**src/rtl/aurora_64b66b_rst_seq.sv**
```systemverilog
// aurora_64b66b_rst_seq
// Reset/bring-up sequencer for one or more Aurora 64B66B cores, running on
// the free-running init clock. Each channel has its own FSM, counter and
// channel_up synchroniser, and channels never interact.
//
// Ports
//   INIT_CLK_i  in   free-running init clock
//   RESET       in   asynchronous active-high reset for every flop
//   channel_up  in   per-core channel_up from the user_clk domain
//   retrain     in   single-cycle request to restart channel i
//   pma_init    out  PMA init to core i
//   reset_pb    out  system reset to core i
//   link_up     out  channel i is in UP
//   failed      out  channel i is in FAILED
//   retry_cnt   out  consecutive timeout count, channel i at [i*RW +: RW]
//
// state   | meaning
// DELAY   | pma_init and reset_pb high, waiting PMA_INIT_DELAY cycles
// PULSE   | pma_init and reset_pb high, PMA_PULSE_CYCLES more cycles
// HOLD    | pma_init low, reset_pb high for RESET_PB_HOLD cycles
// WAIT_UP | both released, waiting up to CHUP_TIMEOUT for channel_up
// UP      | link up; loss of channel_up restarts the sequence
// FAILED  | retries exhausted, core held in reset until retrain/RESET
module aurora_64b66b_rst_seq #(
  parameter int NUM_CHANNELS     = 1,
  parameter int PMA_INIT_DELAY   = 128,
  parameter int PMA_PULSE_CYCLES = 16777215,
  parameter int RESET_PB_HOLD    = 64,
  parameter int CHUP_TIMEOUT     = 67108864,
  parameter int MAX_RETRIES      = 3,
  parameter int SYNC_STAGES      = 2,
  localparam int RW = $clog2(MAX_RETRIES + 1)
) (
  input  logic                       INIT_CLK_i,
  input  logic                       RESET,
  input  logic [NUM_CHANNELS-1:0]    channel_up,
  input  logic [NUM_CHANNELS-1:0]    retrain,
  output logic [NUM_CHANNELS-1:0]    pma_init,
  output logic [NUM_CHANNELS-1:0]    reset_pb,
  output logic [NUM_CHANNELS-1:0]    link_up,
  output logic [NUM_CHANNELS-1:0]    failed,
  output logic [NUM_CHANNELS*RW-1:0] retry_cnt
);

  function automatic int max_of(input int a, input int b);
    return (a > b) ? a : b;
  endfunction

  localparam int MAXC = max_of(max_of(PMA_INIT_DELAY, PMA_PULSE_CYCLES),
                               max_of(RESET_PB_HOLD, CHUP_TIMEOUT));
  localparam int CW = $clog2(MAXC) + 1;

  // Terminal counts: a phase of N cycles ends on the edge where cnt == N-1.
  localparam logic [CW-1:0] D_LAST = CW'(PMA_INIT_DELAY - 1);
  localparam logic [CW-1:0] P_LAST = CW'(PMA_PULSE_CYCLES - 1);
  localparam logic [CW-1:0] H_LAST = CW'(RESET_PB_HOLD - 1);
  localparam logic [CW-1:0] T_LAST = CW'(CHUP_TIMEOUT - 1);
  localparam logic [RW-1:0] R_MAX  = RW'(MAX_RETRIES);

  localparam logic [2:0] S_DELAY   = 3'd0;
  localparam logic [2:0] S_PULSE   = 3'd1;
  localparam logic [2:0] S_HOLD    = 3'd2;
  localparam logic [2:0] S_WAIT_UP = 3'd3;
  localparam logic [2:0] S_UP      = 3'd4;
  localparam logic [2:0] S_FAILED  = 3'd5;

  for (genvar i = 0; i < NUM_CHANNELS; i++) begin : g_ch
    logic [SYNC_STAGES-1:0] sync;
    logic                   chup_s;
    logic [2:0]             state;
    logic [CW-1:0]          cnt;
    logic [RW-1:0]          rcnt;
    logic [RW-1:0]          rnext;

    always_ff @(posedge INIT_CLK_i or posedge RESET) begin
      if (RESET) sync <= '0;
      else       sync <= {sync[SYNC_STAGES-2:0], channel_up[i]};
    end

    assign chup_s = sync[SYNC_STAGES-1];
    assign rnext  = rcnt + RW'(1);

    always_ff @(posedge INIT_CLK_i or posedge RESET) begin
      if (RESET) begin
        state <= S_DELAY;
        cnt   <= '0;
        rcnt  <= '0;
      end else if (retrain[i]) begin
        // Retrain out of FAILED starts a fresh retry budget.
        state <= S_DELAY;
        cnt   <= '0;
        if (state == S_FAILED) rcnt <= '0;
      end else begin
        case (state)
          S_DELAY: begin
            if (cnt == D_LAST) begin
              state <= S_PULSE;
              cnt   <= '0;
            end else cnt <= cnt + CW'(1);
          end
          S_PULSE: begin
            if (cnt == P_LAST) begin
              state <= S_HOLD;
              cnt   <= '0;
            end else cnt <= cnt + CW'(1);
          end
          S_HOLD: begin
            if (cnt == H_LAST) begin
              state <= S_WAIT_UP;
              cnt   <= '0;
            end else cnt <= cnt + CW'(1);
          end
          S_WAIT_UP: begin
            // channel_up wins over a timeout landing on the same cycle.
            if (chup_s) begin
              state <= S_UP;
              cnt   <= '0;
              rcnt  <= '0;
            end else if (cnt == T_LAST) begin
              state <= (rnext == R_MAX) ? S_FAILED : S_DELAY;
              cnt   <= '0;
              rcnt  <= rnext;
            end else cnt <= cnt + CW'(1);
          end
          S_UP: begin
            if (!chup_s) begin
              state <= S_DELAY;
              cnt   <= '0;
            end
          end
          S_FAILED: cnt <= '0;
          default: begin
            state <= S_DELAY;
            cnt   <= '0;
          end
        endcase
      end
    end

    assign pma_init[i] = (state == S_DELAY) || (state == S_PULSE);
    assign reset_pb[i] = (state == S_DELAY) || (state == S_PULSE) ||
                         (state == S_HOLD)  || (state == S_FAILED);
    assign link_up[i]  = (state == S_UP);
    assign failed[i]   = (state == S_FAILED);
    assign retry_cnt[i*RW +: RW] = rcnt;
  end

endmodule

```
**config.mk**
```make
export PLATFORM = sky130hd
export DESIGN_NAME = aurora_64b66b_rst_seq
export DESIGN_NICKNAME = d
export VERILOG_FILES = /design/src/rtl/aurora_64b66b_rst_seq.sv
export SDC_FILE = /design/constraint.sdc
export NUM_CORES = 1
export LEC_CHECK = 0
export BUFFER_PORTS_ARGS = -buffer_cell sky130_fd_sc_hd__buf_2
export CAP_MARGIN = 20
export CORE_UTILIZATION = 50
export DETAILED_ROUTE_END_ITERATION = 10
export PLACE_DENSITY_LB_ADDON = 0.12
export SLEW_MARGIN = 5
export SYNTH_ARGS = -nofsm -noshare
export SYNTH_HDL_FRONTEND = slang
export SYNTH_SLANG_ARGS = --single-unit
```
**constraint.sdc**
```tcl
create_clock -name INIT_CLK_i -period 4.5 [get_ports INIT_CLK_i]
set_input_delay 0.225 -clock INIT_CLK_i [delete_from_list [all_inputs] [get_ports INIT_CLK_i]]
set_output_delay 0.225 -clock INIT_CLK_i [all_outputs]
set_load 0.005 [all_outputs]
```
==> results by group, run 1 <==
Clock network
  • Post-CTS sizing: 0
  • CTS Buf Count: 5
  • Clock network latency to the later pin of the worst-skew pair: a little under 300 ps
  • Reg clk slew, reported paths: 70 ps
  • H-tree depth: 2
  • Hold_buf cts: 0
  • Number of clock sinks: 34
  • Longest Clk Path Bufs: 2
  • Postcts setup bufs: 0
  • Clock Tree Root: clkbuf_8
  • CTS tree: done

Synthesis
  • Number of flops mapped to enable cells by yosys: 0
  • Synthesized net count: 273
  • Yosys top cell area share: 0.375
  • Sequential element share of the synthesized area: 0.375
  • Synth area leader: dfrtp_1
  • Dominant cells by area after synthesis: dfrtp_1 (38%), nand2_1 (6.3%), a21oi_1 (5.5%)
  • Post-synthesis register bit count: 34
  • Synth Flop Type: dfrtp_1
  • Synthesis Warnings: 0
  • Share of async-settable or async-resettable flops after synthesis: 1.00
  • Synth Cell Area: 2270 µm²
  • Synth Area per Inst: 8.52 µm²
  • Post-synthesis cell count: 266
  • Yosys cell types: 59

Critical path
  • Worst R2R Path Depth: 6
  • Critical Path AT: 2590 ps
  • WS Path Type: reg -> reg
  • Slowest-stage cell, CP: or4_1
  • R2R Setup Slk: just over 2000 ps
  • RR Endpoint: g_ch[0].cnt[8]
  • Crit start category: flop
  • Crit-path cells: or4_1 > nor4_2 > a31o_2 > nor2_4 > nor2_4 > a221oi_1
  • Crit. End Element: flop
  • Crit-path max FO: 21
  • CP Data Required Time: 4630 ps
  • Crit-path most repeated cell: nor2_4
  • CP max stage delay: 550 ps
  • R2R Path Start: g_ch[0].cnt[20]

Final layout
  • Share of layout cells above drive strength 1: 0.129
  • Layout area overhead: 5.52%
  • Core Util, Final: 0.549
  • N_diodes: 0
  • Post-layout nets: 277

Place
  • I/O Buffers: 9
  • Gpl congestion: 0.875
  • DP Wirelength: about 3700 µm

Power
  • Combinational power share: 0.042
  • Clock power frac: 0.411
  • Int Power: 0.439 mW
  • Peak supply drop: 126 µV
  • Sequential Power Share: 0.547
  • Sw frac: 0.231
  • Power Density: 239 nW/µm²
  • Switch Pwr: 0.132 mW
  • Leak: 0.962 nW

STA
  • Setup TNS: 0 ps
  • Final setup violation count: 0
  • Slew margin rel.: 0.584
  • Final Max Tran Viols: 0
  • Tcrit/Tclk final: 0.546
  • Hold slack: 17.6 ps
  • Min Tclk post-route: approximately 2500 ps
  • Fmax achieved: between 0.4 and 0.5 GHz
  • RSZ-0062 raised after global routing: false
  • Final hold violation count: 0
  • Worst Skew: 4.96 ps
  • Actual slew at the worst max-slew pin: slightly above 600 ps

Floorplan
  • IO Count: 10
  • Starting Density: 0.520
  • Die Ht: 69.3 µm
  • Die W: 69.3 µm
  • FP Rows: 24
  • Die ar.: 4810 µm²
  • Core Footprint: 4350 µm²

Flow run
  • Max-cap violation count: 0

Routing
  • M1 WL: 2610 µm
  • Iteration-0 DRC Markers: 156
  • Avg WL per Cell: 16.2 µm
  • Pre-Repair DR Iteration Count: 4
  • Vias per cell: 6.19
  • Met2 wire len: 2340 µm
  • Met3 WL: 209 µm
  • Vias: 1999
  • Drt drc: 0
  • Uppermost routed layer: met4
  • Post-Route WL: approximately 5200 µm
  • ANT nets after route: 0

Run status
  • Status: finished clean

Global routing
  • Grt ovf: 0
  • Vias in the first global route: 1865
  • Largest net degree at the start of global routing: 35
  • First-pass GRT wire length: 9110 µm
  • Antenna violations before repair: 0
  • All-Layer GR Usage: 0.237

Hold path
  • Hold WC Path Type: in -> async
## synthesized netlist by cell type, types with 5 or more instances
cell type / instances
and3_1: 9
a21oi_1: 25
o21ai_0: 13
nand4_1: 5
nor4_1: 5
inv_1: 6
dfrtp_1: 34
nand2_1: 38
nor3_1: 7
nand3_1: 23
nor2_1: 16
mux2i_1: 5
## worst max-delay path: cells and delay by family, from the launching register on
kind | cells | cell delay, ps
AND/OR/NAND/NOR | 4 | 1400
flip-flops | 1 | 460
AO/OA/AOI/OAI | 2 | 440
## power groups by stage
stage	registers, mW	logic (mW)	clock network [mW]
5_1_grt	0.312	0.0274	0.254
6_report	0.312	0.0239	0.235
4_1_cts	0.312	0.0243	0.243
3_3_place_gp	0.317	0.0243	0
2_1_floorplan	0.317	0.0188	0
3_5_place_dp	0.318	0.0243	0
## cell families (layout without fill, tap and decap cells)
logic type / Yosys count / after routing / share of synthesized area
fa+ha+maj: 3 / 3 / 0.0166
flops: 34 / 34 / 0.375
mux: 6 / 6 / 0.0271
compound gates: 68 / 68 / 0.195
simple gates: 132 / 132 / 0.324
xor+xnor: 3 / 3 / 0.0116
buf+inv: 20 / 25 / 0.0502
## cells in the final DEF, fill, tap and decap left out, types with 2 or more instances in the layout
cell type	n
nand2_1	38
dfrtp_1	34
a21oi_1	25
nand3_1	23
nor2_1	16
o21ai_0	13
and3_1	9
buf_2	9
nor3_1	7
inv_1	6
clkbuf_8	6
nand4_1	5
nor4_1	5
mux2i_1	5
and4_1	4
o211ai_1	4
a21o_1	4
or2_2	3
and2_1	3
xor2_1	3
o31ai_1	3
ha_1	3
a31o_2	2
nor2_4	2
a211oi_2	2
a311oi_1	2
o21ai_1	2
buf_4	2
## worst max-delay path by stage
stage	start	to	slack, ps	cells past startpoint
2_1_floorplan	g_ch[0].cnt[0]	retry_cnt[0]	2520	8
3_3_place_gp	g_ch[0].cnt[20]	g_ch[0].cnt[8]	2090	6
3_5_place_dp	g_ch[0].cnt[20]	g_ch[0].cnt[8]	2070	6
4_1_cts	g_ch[0].cnt[20]	g_ch[0].cnt[8]	2040	6
5_1_grt	g_ch[0].cnt[20]	g_ch[0].cnt[8]	1870	6
6_report	g_ch[0].cnt[20]	g_ch[0].cnt[8]	2040	6
## area by class of cell
class	instances	area (µm²)
repair buffers	11	60.1
flip-flops and latches	34	851
inverters	6	22.5
clock inverters	1	5.00
well taps	52	65.1
clock buffers	7	86.3
multi-input cells	212	1300
fillers	410	1960
## layer usage
metal | track usage | vias to the layer above
met5 | 0 | -
met4 | 0.0839 | 0
met3 | 0.0392 | 8
met2 | 0.354 | 45
met1 | 0.348 | 952
li1 | - | 994
## through the flow
step	setup slack, ps	power [mW]	area [µm²]	std cells
after global placement	2090	0.342	2300	315
after CTS	2040	0.579	2390	323
after floorplan	2520	0.336	2270	266
final	2040	0.570	2390	323
after detailed placement	2070	0.342	2300	315
after global routing	1870	0.594	2390	323
## registers in the layout, summed over array words and instances, names as in the netlist
register and count:
g_ch.cnt 27, g_ch.sync 2, retry_cnt 2, g_ch.state 3
(Power assumes the default switching activity.)
==> inputs of run 2 (changes only) <==
Clock period 4.5 ns to 2.5 ns, I/O delays scaled along.
==> run 2 against run 1 <==
Clock power increased to 2.7 times the previous value. Highest routed layer unchanged. Combinational power rose by 110%. Flip-flop and latch count is the same. Critical endpoint unchanged. Utilization grew 2.8 points. Critical path depth rose by 1. Largest power group is now the clock network. Worst hold slack better by 97 ps. Clock skew up 1.5 ps. Global-route usage barely moved. Setup slack got worse by 1800 ps.
==> results by group, run 2 (synthesis results as in run 1) <==
Final layout
  • Final cell count without fillers: 330 (+2.2%)
  • Share of layout cells above drive strength 1: 0.147 (+0.0183)
  • Final Instance Area: 2510 µm² (+5.1%)
  • Reg with most FFs: g_ch.cnt
  • Commonest non-fill, non-tap cells in the layout: nand2_1 (38), dfrtp_1 (34), a21oi_1 (25)
  • N_diodes: 0 (unchanged)
  • Layout area overhead: 10.9%
  • Filler Cells Inserted: 388 (-5.4%)
  • Max reg flops: 27 (unchanged)
  • Largest registers: g_ch.cnt (27), g_ch.state (3)
  • Commonest non-fill, non-tap cell in the layout: nand2_1
  • Post-layout nets: 284 (+2.5%)

STA
  • Post-route setup slack: 276 ps (-1770 ps)
  • Final Max Tran Viols: 0 (unchanged)
  • Tcrit/Tclk final: 0.889 (+0.343)
  • Final setup violation count: 0 (unchanged)
  • Setup TNS: 0 ps (unchanged)
  • Hold slack: 115 ps (+97.2 ps)
  • Slew margin rel.: 0.688 (+0.103)
  • RSZ-0062 raised after global routing: false
  • Fmax achieved: 0.450 GHz (+10%)
  • Min Tclk post-route: 2220 ps (-233 ps)
  • Final hold violation count: 0 (unchanged)
  • Actual slew at the worst max-slew pin: 468 ps (-155 ps)
  • Worst Skew: 6.42 ps (+1.46 ps)

Floorplan
  • Die Ht: 69.3 µm (unchanged)
  • Starting Density: 0.520 (unchanged)
  • FP Rows: 24 (unchanged)
  • Core Footprint: 4350 µm² (unchanged)
  • IO Count: 10 (unchanged)
  • Die W: 69.3 µm (unchanged)
  • Die ar.: 4810 µm² (unchanged)

Critical path
  • RR Endpoint: g_ch[0].cnt[8]
  • Crit start category: flop
  • Crit-path max FO: 20 (-4.8%)
  • Critical Path AT: 2390 ps (-200 ps)
  • Crit. End Element: flop
  • R2R Setup Slk: 280 ps (-1770 ps)
  • CP Data Required Time: 2660 ps (-1970 ps)
  • WS Path Type: reg -> reg
  • R2R Path Start: g_ch[0].cnt[20]
  • Worst R2R Path Depth: 7 (+1)

Clock network
  • Postcts setup bufs: 0 (unchanged)
  • Clock network latency to the later pin of the worst-skew pair: 290 ps (about the same)
  • H-tree depth: 2 (unchanged)
  • Longest Clk Path Bufs: 2 (unchanged)
  • CTS Buf Count: 5 (unchanged)
  • Post-CTS sizing: 0 (unchanged)
  • CTS tree: done
  • Reg clk slew, reported paths: 70 ps (about the same)
  • Hold_buf cts: 2 (+2)
  • Clock Tree Root: clkbuf_8
  • Number of clock sinks: 34 (unchanged)

Routing
  • Avg WL per Cell: 15.5 µm (-4.3%)
  • Post-Route WL: 5130 µm (-2.2%)
  • Drt drc: 0 (unchanged)
  • Vias: 1995 (-0.20%)
  • ANT nets after route: 0 (unchanged)
  • Vias per cell: 6.05 (-2.3%)
  • Pre-Repair DR Iteration Count: 4 (unchanged)
  • Iteration-0 DRC Markers: 123 (-21%)

Global routing
  • First-pass GRT wire length: 9060 µm (-0.54%)
  • Largest net degree at the start of global routing: 35 (unchanged)
  • Grt ovf: 0 (unchanged)
  • Vias in the first global route: 1899 (+1.8%)
  • Antenna violations before repair: 0 (unchanged)
  • All-Layer GR Usage: 0.237 (about the same)

Hold path
  • WHS Path Cells: 2
  • Hold endpoint: g_ch[0].state[1]
  • Hold WC Path Type: in -> reg
  • Hold path startpoint: retrain

Power
  • Peak supply drop: 432 µV (+240%)
  • Power Density: 495 nW/µm² (+110%)
  • Leak: 1.02 nW (+6.5%)

Place
  • I/O Buffers: 9 (unchanged)
  • Setup WS pre-CTS: 319 ps (-1750 ps)
  • Placed cells: 320 (+1.6%)
  • Area after DPL: 2350 µm² (+2.2%)
  • Gpl congestion: 0.857 (-2.1%)
  • DP Wirelength: 3700 µm (+0.95%)

Flow run
  • Max-cap violation count: 0 (unchanged)

Run status
  • Status: finished clean
[run 2: changes by cell type in the layout (fill, tap and decap cells not counted), sizes merged]
| cell | previous run | this run |
|---|---|---|
| buf | 11 | 16 |
| bufinv | 0 | 2 |
| dlygate4sd3 | 0 | 2 |
| clkbuf | 7 | 6 |
| clkinv | 1 | 0 |
[run 2: layer usage]
metal,part of all wire,track usage,vias up
met5,0,0,-
met4,0.012,0.0703,0
met3,0.027,0.0392,7
met2,0.45,0.371,27
met1,0.51,0.338,953
li1,-,-,1008
[run 2: cell type report]
cell class,instances,area [µm²],area share
tap,52,65.1,0.0259
timing repair buffer,18,130,0.0518
clock inverter,2,60.1,0.0239
sequential,34,851,0.339
inverter,6,22.5,0.00896
multi-input combinational,212,1300,0.518
clock buffer,6,82.6,0.0329
[run 2: worst max path at each step]
stage,startpoint,to,slack (ps),cells past startpoint
2_1_floorplan,g_ch[0].cnt[0],retry_cnt[0],520,8
3_3_place_gp,g_ch[0].cnt[20],g_ch[0].cnt[8],340,7
3_5_place_dp,g_ch[0].cnt[20],g_ch[0].cnt[8],320,7
4_1_cts,g_ch[0].cnt[20],g_ch[0].cnt[8],300,7
5_1_grt,g_ch[0].cnt[0],g_ch[0].cnt[24],190,7
6_report,g_ch[0].cnt[20],g_ch[0].cnt[8],280,7
[run 2: critical path, cell delays in order (launching register included)]
cell	delay, ps
dfrtp_1	460
or4_1	560
nor4_2	350
a31o_2	260
nor2_4	60
nor2_4	130
buf_12	170
a221oi_1	90
[run 2: stage by stage]
stage,utilization,total power [mW]
global placement,0.540,0.620
detailed placement,0.540,0.619
floorplan,-,0.604
global route,0.577,1.29
finish,0.577,1.24
CTS,0.577,1.26
[run 2: power by group]
| group | internal, mW | switching, mW |
|---|---|---|
| combinational | 0.0171 | 0.0319 |
| clock | 0.425 | 0.207 |
| sequential | 0.555 | 0.00604 |
| total | 0.998 | 0.245 |
==> inputs of run 3 (changes only) <==
Settings changed: ABC_AREA from default to 1.
==> run 3 against run 2 <==
Utilization shrank 0.39 points. Count of clock-buffer cells in the layout is the same. Clock skew grew 1.0 ps. Sequential share of layout area shrank 0.23 points. Combinational power grew to 7.8 times the previous value. Final area grew 0.70%. Highest routed layer unchanged.
==> results by group, run 3 <==
Global routing
  • Vias in the first global route: 1923 (+1.3%)
  • First-pass GRT wire length: 8950 µm (-1.2%)
  • Grt ovf: 0 (unchanged)
  • Antenna violations before repair: 0 (unchanged)
  • All-Layer GR Usage: 0.233 (-0.00406)
  • Largest net degree at the start of global routing: 35 (unchanged)

Run status
  • Status: finished clean

Synthesis
  • Synth Area per Inst: 6.97 µm² (-18%)
  • Post-synthesis register bit count: 34 (unchanged)
  • Synth Cell Area: 2320 µm² (+2.5%)
  • Dominant cells by area after synthesis: dfrtp_1 (37%), nand2_1 (14%), xor2_1 (8.3%)
  • Count leader, synth: nand2_1
  • Post-synthesis cell count: 333 (+25%)
  • Synthesized net count: 340 (+25%)
  • Share of async-settable or async-resettable flops after synthesis: 1.00 (unchanged)
  • Yosys top cell area share: 0.366 (-0.00910)
  • Yosys cell types: 25 (-58%)
  • Commonest cells post-synth: nand2_1 (86), nor2_1 (51), inv_1 (41)
  • Number of flops mapped to enable cells by yosys: 0 (unchanged)
  • Synth area leader: dfrtp_1
  • Synthesis Warnings: 0 (unchanged)
  • Synth Flop Type: dfrtp_1
  • Sequential element share of the synthesized area: 0.366 (-0.00910)

STA
  • Actual slew at the worst max-slew pin: 416 ps (-52.3 ps)
  • Worst Skew: 7.45 ps (+1.03 ps)
  • RSZ-0062 raised after global routing: false
  • Setup TNS: 0 ps (unchanged)
  • Final setup violation count: 0 (unchanged)
  • Fmax achieved: 0.483 GHz (+7.4%)
  • Min Tclk post-route: 2070 ps (-154 ps)
  • Final hold violation count: 0 (unchanged)
  • Final Max Tran Viols: 0 (unchanged)
  • Slew margin rel.: 0.723 (+0.0352)
  • Tcrit/Tclk final: 0.828 (-0.0616)

Final layout
  • Largest registers: g_ch.cnt (27), g_ch.state (3)
  • Share of layout cells above drive strength 1: 0.0917 (-0.0558)
  • Post-layout nets: 355 (+25%)
  • Reg with most FFs: g_ch.cnt
  • Layout area overhead: 8.94%
  • Commonest non-fill, non-tap cell in the layout: nand2_1
  • Commonest non-fill, non-tap cells in the layout: nand2_1 (86), nor2_1 (51), inv_1 (41)
  • Max reg flops: 27 (unchanged)
  • N_diodes: 0 (unchanged)
  • Filler Cells Inserted: 434 (+12%)

Clock network
  • CTS Buf Count: 5 (unchanged)
  • Reg clk slew, reported paths: 70 ps (about the same)
  • H-tree depth: 2 (unchanged)
  • Longest Clk Path Bufs: 2 (unchanged)
  • Clock Tree Root: clkbuf_8
  • Post-CTS sizing: 0 (unchanged)
  • Clock network latency to the later pin of the worst-skew pair: 300 ps (about the same)
  • Number of clock sinks: 34 (unchanged)
  • CTS tree: done

Place
  • DP Wirelength: 3820 µm (+3.1%)
  • Gpl congestion: 0.838 (-2.2%)
  • I/O Buffers: 9 (unchanged)

Routing
  • Drt drc: 0 (unchanged)
  • ANT nets after route: 0 (unchanged)
  • Vias per cell: 5.12 (-15%)
  • Pre-Repair DR Iteration Count: 4 (unchanged)
  • Iteration-0 DRC Markers: 109 (-11%)
  • Post-Route WL: 5240 µm (+2.3%)
  • Vias: 2054 (+3.0%)
  • Avg WL per Cell: 13.1 µm (-16%)

Floorplan
  • Die Ht: 70.2 µm (+1.2%)
  • Starting Density: 0.526 (+0.00567)
  • FP Rows: 24 (unchanged)
  • IO Count: 10 (unchanged)
  • Die ar.: 4920 µm² (+2.4%)
  • Core Footprint: 4410 µm² (+1.4%)
  • Die W: 70.2 µm (+1.2%)

Critical path
  • Critical Path AT: 2260 ps (-130 ps)
  • WS Path Type: reg -> reg
  • Crit start category: flop
  • Crit-path max FO: 27 (+35%)
  • CP Data Required Time: 2690 ps (+30 ps)
  • Crit. End Element: flop

Power
  • Leak: 1.20 nW (+17%)
  • Power Density: 574 nW/µm² (+16%)
  • Peak supply drop: 469 µV (+8.7%)
  • Final Total Pwr: 1.45 mW (+17%)

Flow run
  • Max-cap violation count: 0 (unchanged)

Hold path
  • Hold WC Path Type: in -> reg
-- run 3: cell types whose count changed in the layout (fill, tap and decap cells not counted), moves of 5 or more --
cell | previous run | this run
mux2i_1 | 5 | 0
nor4_1 | 5 | 0
nand2_1 | 38 | 86
xor2_1 | 3 | 22
a21oi_1 | 25 | 15
nor2_1 | 16 | 51
and3_1 | 9 | 0
inv_1 | 6 | 41
-- run 3: per-layer routing --
layer	part of all wire	vias up	GRT usage
met1	0.53	928	0.337
met4	0.019	0	0.0889
met3	0.028	11	0.0433
met2	0.43	30	0.346
li1	-	1085	-
met5	0	-	0
-- run 3: cells by family (layout without fill, tap and decap cells) --
group | Yosys count | after routing | synth area share
adder cells (fa/ha/maj) | 3 | 3 | 0.0162
buffers and inverters | 47 | 63 | 0.0835
AO/OA/AOI/OAI | 38 | 38 | 0.0862
flip-flops | 34 | 34 | 0.366
AND/OR/NAND/NOR | 189 | 189 | 0.365
XOR/XNOR | 22 | 22 | 0.0830
-- run 3: critical path, cell delays in order (launching register included) --
cell	delay (ps)
dfrtp_1	410
ha_1	220
inv_1	80
nor2_4	170
nand3_1	90
nor2_1	140
nand2_1	80
nand3_1	90
nand2_2	110
nor2_8	340
nand2_1	120
nand2_1	80
nand2_1	40
-- run 3: cell type report --
type	count	area, µm²	share of cell area
clock inverter	2	12.5	0.00495
sequential	34	851	0.336
inverter	41	154	0.0608
multi-input combinational	252	1280	0.505
clock buffer	6	82.6	0.0326
tap	52	65.1	0.0257
timing repair buffer	14	87.6	0.0346
-- run 3: power breakdown --
group	internal (mW)	leakage (nW)	total (mW)	switching, mW
Combinational	0.131	0.690	0.384	0.253
Sequential	0.592	0.464	0.636	0.0441
Clock	0.221	0.0472	0.433	0.212
Total	0.944	1.20	1.45	0.509
-- run 3: stage by stage --
step	worst slack, ps	cell area [µm²]	hold WS, ps	utilization	cells
final	430	2530	166	0.573	401
after global routing	189	2530	192	0.573	401
after CTS	414	2530	161	0.573	401
after detailed placement	434	2410	236	0.547	391
after global placement	463	2410	235	0.547	391
after floorplan	810	2320	156	-	333
-- run 3: path summary, 6_finish.rpt --
check	slack (ps)	from	end	depth (start not counted)
max	430	g_ch[0].cnt[0]	g_ch[0].state[0]	12
max reg2reg	430	g_ch[0].cnt[0]	g_ch[0].state[0]	12
min	170	retrain	g_ch[0].state[0]	4
max in group asynchronous	1750	RESET	g_ch[0].cnt[24]	4
min reg2reg	350	g_ch[0].sync[0]	g_ch[0].sync[1]	0
min in group asynchronous	450	RESET	g_ch[0].cnt[12]	4
-- run 3: timing repair --
action                    4_1_cts  5_1_grt
setup buffers                   0        0
hold buffers                    2        0
hold endpoints to repair       35        0
